[src/rtl/bram_stream_reader.sv]
// bram_stream_reader
// Read-side controller for a simple dual-port BRAM. Walks a contiguous
// (wrapping) address range on port B, absorbs the RAM's one-cycle read
// latency and presents the returned words as a valid/ready stream through
// a two-entry output buffer. The final word of a transfer is tagged with
// m_last and normal completion is reported with a one-cycle done pulse.

module bram_stream_reader #(
  parameter int ADDR_WIDTH = 10,
  parameter int DATA_WIDTH = 36
) (
  input  logic                  clk,
  input  logic                  rst,
  input  logic                  start,
  input  logic [ADDR_WIDTH-1:0] base_addr,
  input  logic [ADDR_WIDTH:0]   len,
  input  logic                  abort,
  output logic                  busy,
  output logic                  done,
  output logic [ADDR_WIDTH-1:0] addr_B,
  output logic                  ren_B,
  input  logic [DATA_WIDTH-1:0] dout_B,
  output logic [DATA_WIDTH-1:0] m_data,
  output logic                  m_valid,
  input  logic                  m_ready,
  output logic                  m_last
);

  localparam logic [ADDR_WIDTH-1:0] ADDR_ONE = 1;
  localparam logic [ADDR_WIDTH:0]   CNT_ONE  = 1;

  typedef enum logic [1:0] {
    IDLE,
    RUN,
    FLUSH
  } state_t;

  state_t state;

  // Transfer bookkeeping
  logic [ADDR_WIDTH:0]   len_q;
  logic [ADDR_WIDTH:0]   issued;
  logic [ADDR_WIDTH-1:0] next_addr;
  logic [ADDR_WIDTH-1:0] last_addr;

  // A read launched last cycle whose data is on dout_B this cycle
  logic inflight;
  logic inflight_last;

  // Two-entry output buffer
  logic [DATA_WIDTH-1:0] buf_data [2];
  logic [1:0]            buf_last;
  logic                  rd_ptr;
  logic                  wr_ptr;
  logic [1:0]            count;

  // Per-cycle control terms
  logic       run_ok;
  logic       pop;
  logic       push;
  logic       issue;
  logic       is_last_issue;
  logic [2:0] pending;

  // Issue/accept decisions; a pop frees a slot in the same cycle so a full
  // pipeline keeps one word per cycle flowing under continuous m_ready.
  always_comb begin
    run_ok        = (state == RUN) && !abort;
    m_valid       = (count != 2'd0);
    m_data        = buf_data[rd_ptr];
    m_last        = m_valid && buf_last[rd_ptr];
    pop           = run_ok && m_valid && m_ready;
    push          = run_ok && inflight;
    pending       = {1'b0, count} + {2'b00, inflight};
    is_last_issue = (issued == (len_q - CNT_ONE));
    issue         = run_ok && (issued < len_q) && ((pending < 3'd2) || pop);
    ren_B         = issue;
    addr_B        = issue ? next_addr : last_addr;
  end

  // Control FSM with transfer counters and registered busy/done.
  always_ff @(posedge clk or negedge rst) begin
    if (!rst) begin
      state         <= IDLE;
      busy          <= 1'b0;
      done          <= 1'b0;
      len_q         <= '0;
      issued        <= '0;
      next_addr     <= '0;
      last_addr     <= '0;
      inflight      <= 1'b0;
      inflight_last <= 1'b0;
    end else begin
      done          <= 1'b0;
      inflight      <= issue;
      inflight_last <= issue && is_last_issue;

      if (issue) begin
        last_addr <= next_addr;
        next_addr <= next_addr + ADDR_ONE;
        issued    <= issued + CNT_ONE;
      end

      case (state)
        IDLE: begin
          if (start) begin
            if (len == '0) begin
              done <= 1'b1;
            end else begin
              state     <= RUN;
              busy      <= 1'b1;
              len_q     <= len;
              issued    <= '0;
              next_addr <= base_addr;
            end
          end
        end
        RUN: begin
          if (abort) begin
            state <= FLUSH;
          end else if (pop && m_last) begin
            state <= IDLE;
            busy  <= 1'b0;
            done  <= 1'b1;
          end
        end
        FLUSH: begin
          state <= IDLE;
          busy  <= 1'b0;
        end
        default: begin
          state <= IDLE;
          busy  <= 1'b0;
        end
      endcase
    end
  end

  // Output buffer: capture returning RAM words, release them on handshake,
  // and drop everything when a transfer is cancelled.
  always_ff @(posedge clk or negedge rst) begin
    if (!rst) begin
      rd_ptr   <= 1'b0;
      wr_ptr   <= 1'b0;
      count    <= 2'd0;
      buf_last <= 2'b00;
      for (int i = 0; i < 2; i++) begin
        buf_data[i] <= '0;
      end
    end else if (((state == RUN) && abort) || (state == FLUSH)) begin
      rd_ptr <= 1'b0;
      wr_ptr <= 1'b0;
      count  <= 2'd0;
    end else begin
      if (push) begin
        buf_data[wr_ptr] <= dout_B;
        buf_last[wr_ptr] <= inflight_last;
        wr_ptr           <= ~wr_ptr;
      end
      if (pop) begin
        rd_ptr <= ~rd_ptr;
      end
      case ({push, pop})
        2'b10:   count <= count + 2'd1;
        2'b01:   count <= count - 2'd1;
        default: count <= count;
      endcase
    end
  end

endmodule

[config.mk]
export PLATFORM = sky130hd
export DESIGN_NAME = bram_stream_reader
export DESIGN_NICKNAME = d
export VERILOG_FILES = /design/src/rtl/bram_stream_reader.sv
export SDC_FILE = /design/constraint.sdc
export NUM_CORES = 1
export LEC_CHECK = 0
export CAP_MARGIN = 10
export CORE_UTILIZATION = 53
export DETAILED_ROUTE_END_ITERATION = 16
export PLACE_DENSITY = 0.92
export SLEW_MARGIN = 0
export SYNTH_ARGS = -nofsm -noshare
export SYNTH_HDL_FRONTEND = slang
export SYNTH_SLANG_ARGS = --single-unit
[constraint.sdc]
create_clock -name clk -period 3.1 [get_ports clk]
set_input_delay 0.62 -clock clk [delete_from_list [all_inputs] [get_ports clk]]
set_output_delay 0.62 -clock clk [all_outputs]
set_load 0.03 [all_outputs]
==> results by group <==
Status
  – Run status: complete, no violations

Timing
  – Achievable clock frequency: 323.9 MHz
  – Final setup vio count: 0
  – Final Cycle Share: 99.58%
  – Worst Hold Margin: 0.2177 ns
  – Minimum clock period after layout: 3.087 ns
  – Worst slew slack as a fraction of its limit: between 30% and 40%
  – Setup repair after global routing missed its margin: true
  – Worst-Margin Slew: 0.9270 ns
  – Max-slew violations: 0
  – Maximum clock skew at final layout: around 0.0064 ns
  – Final Hold Fails: 0

Run
  – Maximum Capacitance Violations: 0

Pwr
  – Net switching share of the total power: approximately a third
  – Int Power: ~5100 µW
  – Sequential fraction of design power: 32.4%
  – Worst-case vdd ir drop: 0.6840 mV
  – Portion of total power attributed to the clock network: a little over a quarter
  – Static Leak: 0.003721 µW
  – Switching power of the nets: 2758 µW
  – Total chip power: a little under 8000 µW
  – Combinational fraction of design power: 41.0%
  – Pwr dens: 927.5 mW/mm²

Synthesis
  – Netlist area before placement: 0.006236 mm²
  – Avg Synthesized Cell Area: 11.99 µm²
  – Synthesized instance count: 520
  – Post-synthesis async set-or-reset flop share: 100.0%
  – Post-synthesis sequential element count: 126
  – Post-synth EDFFs: 0
  – Total number of yosys warnings: 0
  – Distinct cell type count after synthesis: 52
  – Share of synthesized area occupied by flip-flops and latches: 50.56%
  – Syn_nets: 596
  – Top_reg_cell synth: dfrtp_1

GRT
  – Pin count of the biggest net entering global routing: 52
  – Congestion Overflow GR: 0
  – Global Route Usage Sum: 26.77%
  – Initial antenna violation count: 0
  – First-pass GRT wire length: 25520 µm
  – Via count of the first global-routing pass: between 5000 and 6000

Floorplanning
  – Effective utilization at floorplan: 54.61%
  – Die width: 110.5 µm
  – Area of the die: roughly 0.012 mm²
  – Height of the die: 110.5 µm
  – Placement row count: 39
  – Count of boundary I/O pins: 113
  – Core area: 0.01142 mm²

Clocking
  – Max Buffers Root-to-Sink: 2
  – Number of hold-repair buffers added at the cts stage: 0
  – TritonCTS clock tree: yes
  – Number of sinks driven by the clock tree: about 130
  – Clock transition at path regs: 0.06 ns
  – Worst skew pair latency: 0.42 ns
  – Number of buffers created by CTS: 17
  – Number of levels in the clock H-tree: 4
  – Master cell of the clock root buffer: clkbuf_16

Placement
  – Last weighted congestion value of the routability-driven placer: 0.8883
  – Count of port buffers added during placement: ~110
  – HPWL Detailed: 10270 µm

Final layout
  – Number of diodes: 0
  – Layout Area Growth over Synthesis: 36.44%
  – Share of cells above drive strength 1: 33.78%
  – Number of nets at the end of the flow: between 700 and 800
  – Fillcell total: 690

Drt
  – Via count of the routed design: 4965
  – First DRT Iteration DRCs: 493
  – Detailed Route WL: 16070 µm
  – DRC violation count after routing: 0
  – Routed wire length per instance: between 15 and 20 µm
  – Antenna-violating nets left: 0
  – Drt first pass iters: 5
  – Post-DR vias/cell: 6.092

Hold path
  – HP Class: in -> async

Setup path
  – CP Max Fanout: 7
  – Crit path arrival time: around 2.5 ns
  – Category of the worst setup path capture point: output pin
  – Sort of element at the start of the critical path: input port
  – Depth of the most critical reg-to-reg path: 8
  – Category of the most critical setup path: in -> out
  – Required @ worst endpoint: around 2.5 ns
[registers in the layout, summed over array words and instances (netlist names)]
signal and flops:
count 2, wr_ptr 1, buf_data 72, len_q 11, buf_last 2, next_addr 10
last_addr 10, inflight 1, state 2, issued 11, busy 1, inflight_last 1
done 1, rd_ptr 1
[cell usage in the layout (no fill, tap or decap), types with 6 or more instances in the layout]
cell type	n
clkbuf_16	17
o31ai_1	15
or4_1	13
o21ai_0	20
mux2_2	110
nor2_1	16
ha_1	11
buf_6	10
xnor2_1	12
a21oi_1	16
a31oi_1	10
dfrtp_1	121
and3_1	6
inv_1	17
buf_4	30
clkdlybuf4s50_1	99
nand2_1	22
nand3_1	14
mux2_4	10
nand4_1	9
[worst max-delay path: stages]
cell and delay, ns:
clkdlybuf4s50_1 0.52, nor3b_4 0.30, o211a_4 0.21, and2b_4 0.23
nand2_8 0.11, mux2_4 0.33, buf_6 0.14
[synth_stat cells (2+ instances only)]
master,n,share of area (%)
dfrtp_1,126,51
o31a_1,3,0.42
buf_6,2,0.36
buf_2,5,0.40
nand4_1,9,0.90
nor3b_1,2,0.24
buf_1,3,0.18
and3_1,6,0.60
o211ai_1,3,0.36
nor4_1,5,0.50
nand2b_1,2,0.20
mux2_2,120,22
nor3_1,5,0.40
or4_1,13,1.6
or2_2,2,0.20
clkbuf_1,14,0.84
a31oi_1,10,1.0
a21oi_1,19,1.5
inv_1,20,1.2
and4_1,3,0.42
ha_1,14,2.8
nand2_1,22,1.3
o31ai_1,15,1.8
o311ai_0,2,0.28
nor2_1,17,1.0
or3_1,3,0.30
nand3_1,15,1.2
and3b_1,2,0.28
xnor2_1,12,1.7
xor2_1,4,0.56
o21ai_0,21,1.7
[stage by stage]
stage	instance area (µm²)	TNS, ns	worst slack [ns]	util, %	std cells
floorplan	6236	0	0.3151	-	520
global route	8508	-0.8347	-0.09421	74.51	815
global placement	7610	0	0.1146	66.64	772
CTS	8317	0	0.001220	72.84	810
detailed placement	7610	0	0.03076	66.64	772
finish	8508	0	0.01307	74.51	815
[kinds of logic after synthesis]
family	synth area share, %
and+or+nand+nor	10.65
xor gates and xnor gates	2.247
muxes	21.83
AOI/OAI and AO/OA	8.909
DFF	50.56
buffers and inverters	2.989
adders and majority gates	2.809
[power by group through the flow]
stage	logic, µW	clock network [µW]	registers, µW
2_1_floorplan	1950	0	2460
3_3_place_gp	2820	0	2510
3_5_place_dp	2930	0	2570
4_1_cts	3010	2110	2550
5_1_grt	3440	2200	2620
6_report	3240	2100	2550
[worst paths after layout]
| check | start | end | slack (ns) |
|---|---|---|---|
| hold reg to reg | last_addr[6] | last_addr[6] | 0.50 |
| setup / recovery | abort | addr_B[8] | 0.01 |
| max in group asynchronous | rst | issued[5] | 2.05 |
| setup reg to reg | len_q[6] | issued[1] | 0.45 |
| min in group clk | last_addr[6] | last_addr[6] | 0.50 |
| hold / removal | rst | buf_data[2] | 0.22 |
[final cells by class]
cell class	count	area, µm²	area share, %
sequential	126	3159	37.13
multi-input combinational	351	3044	35.78
timing repair buffer	144	1429	16.79
clock buffer	20	456.7	5.368
tap	143	178.9	2.103
clock inverter	11	165.2	1.941
inverter	20	75.07	0.8824
[metal layers]
| metal | track usage [%] | wire length [µm] | vias up | part of all wire (%) |
|---|---|---|---|---|
| li1 | - | - | 2201 | - |
| met1 | 31.78 | 6398 | 2439 | 40 |
| met3 | 7.794 | 1061 | 62 | 6.6 |
| met5 | 0 | 0 | - | 0 |
| met2 | 44.18 | 8025 | 263 | 50 |
| met4 | 13.69 | 584 | 0 | 3.6 |
[what timing repair did]
item | CTS | global route
gates resized for setup | 10 | 36
gates cloned | 1 | 0
endpoints found under the hold margin | 0 | 0
setup endpoints to repair | 11 | 10
pin swaps | 3 | 6
buffers inserted | 6 | 15
Note: power is estimated with default switching activity, not from simulation.
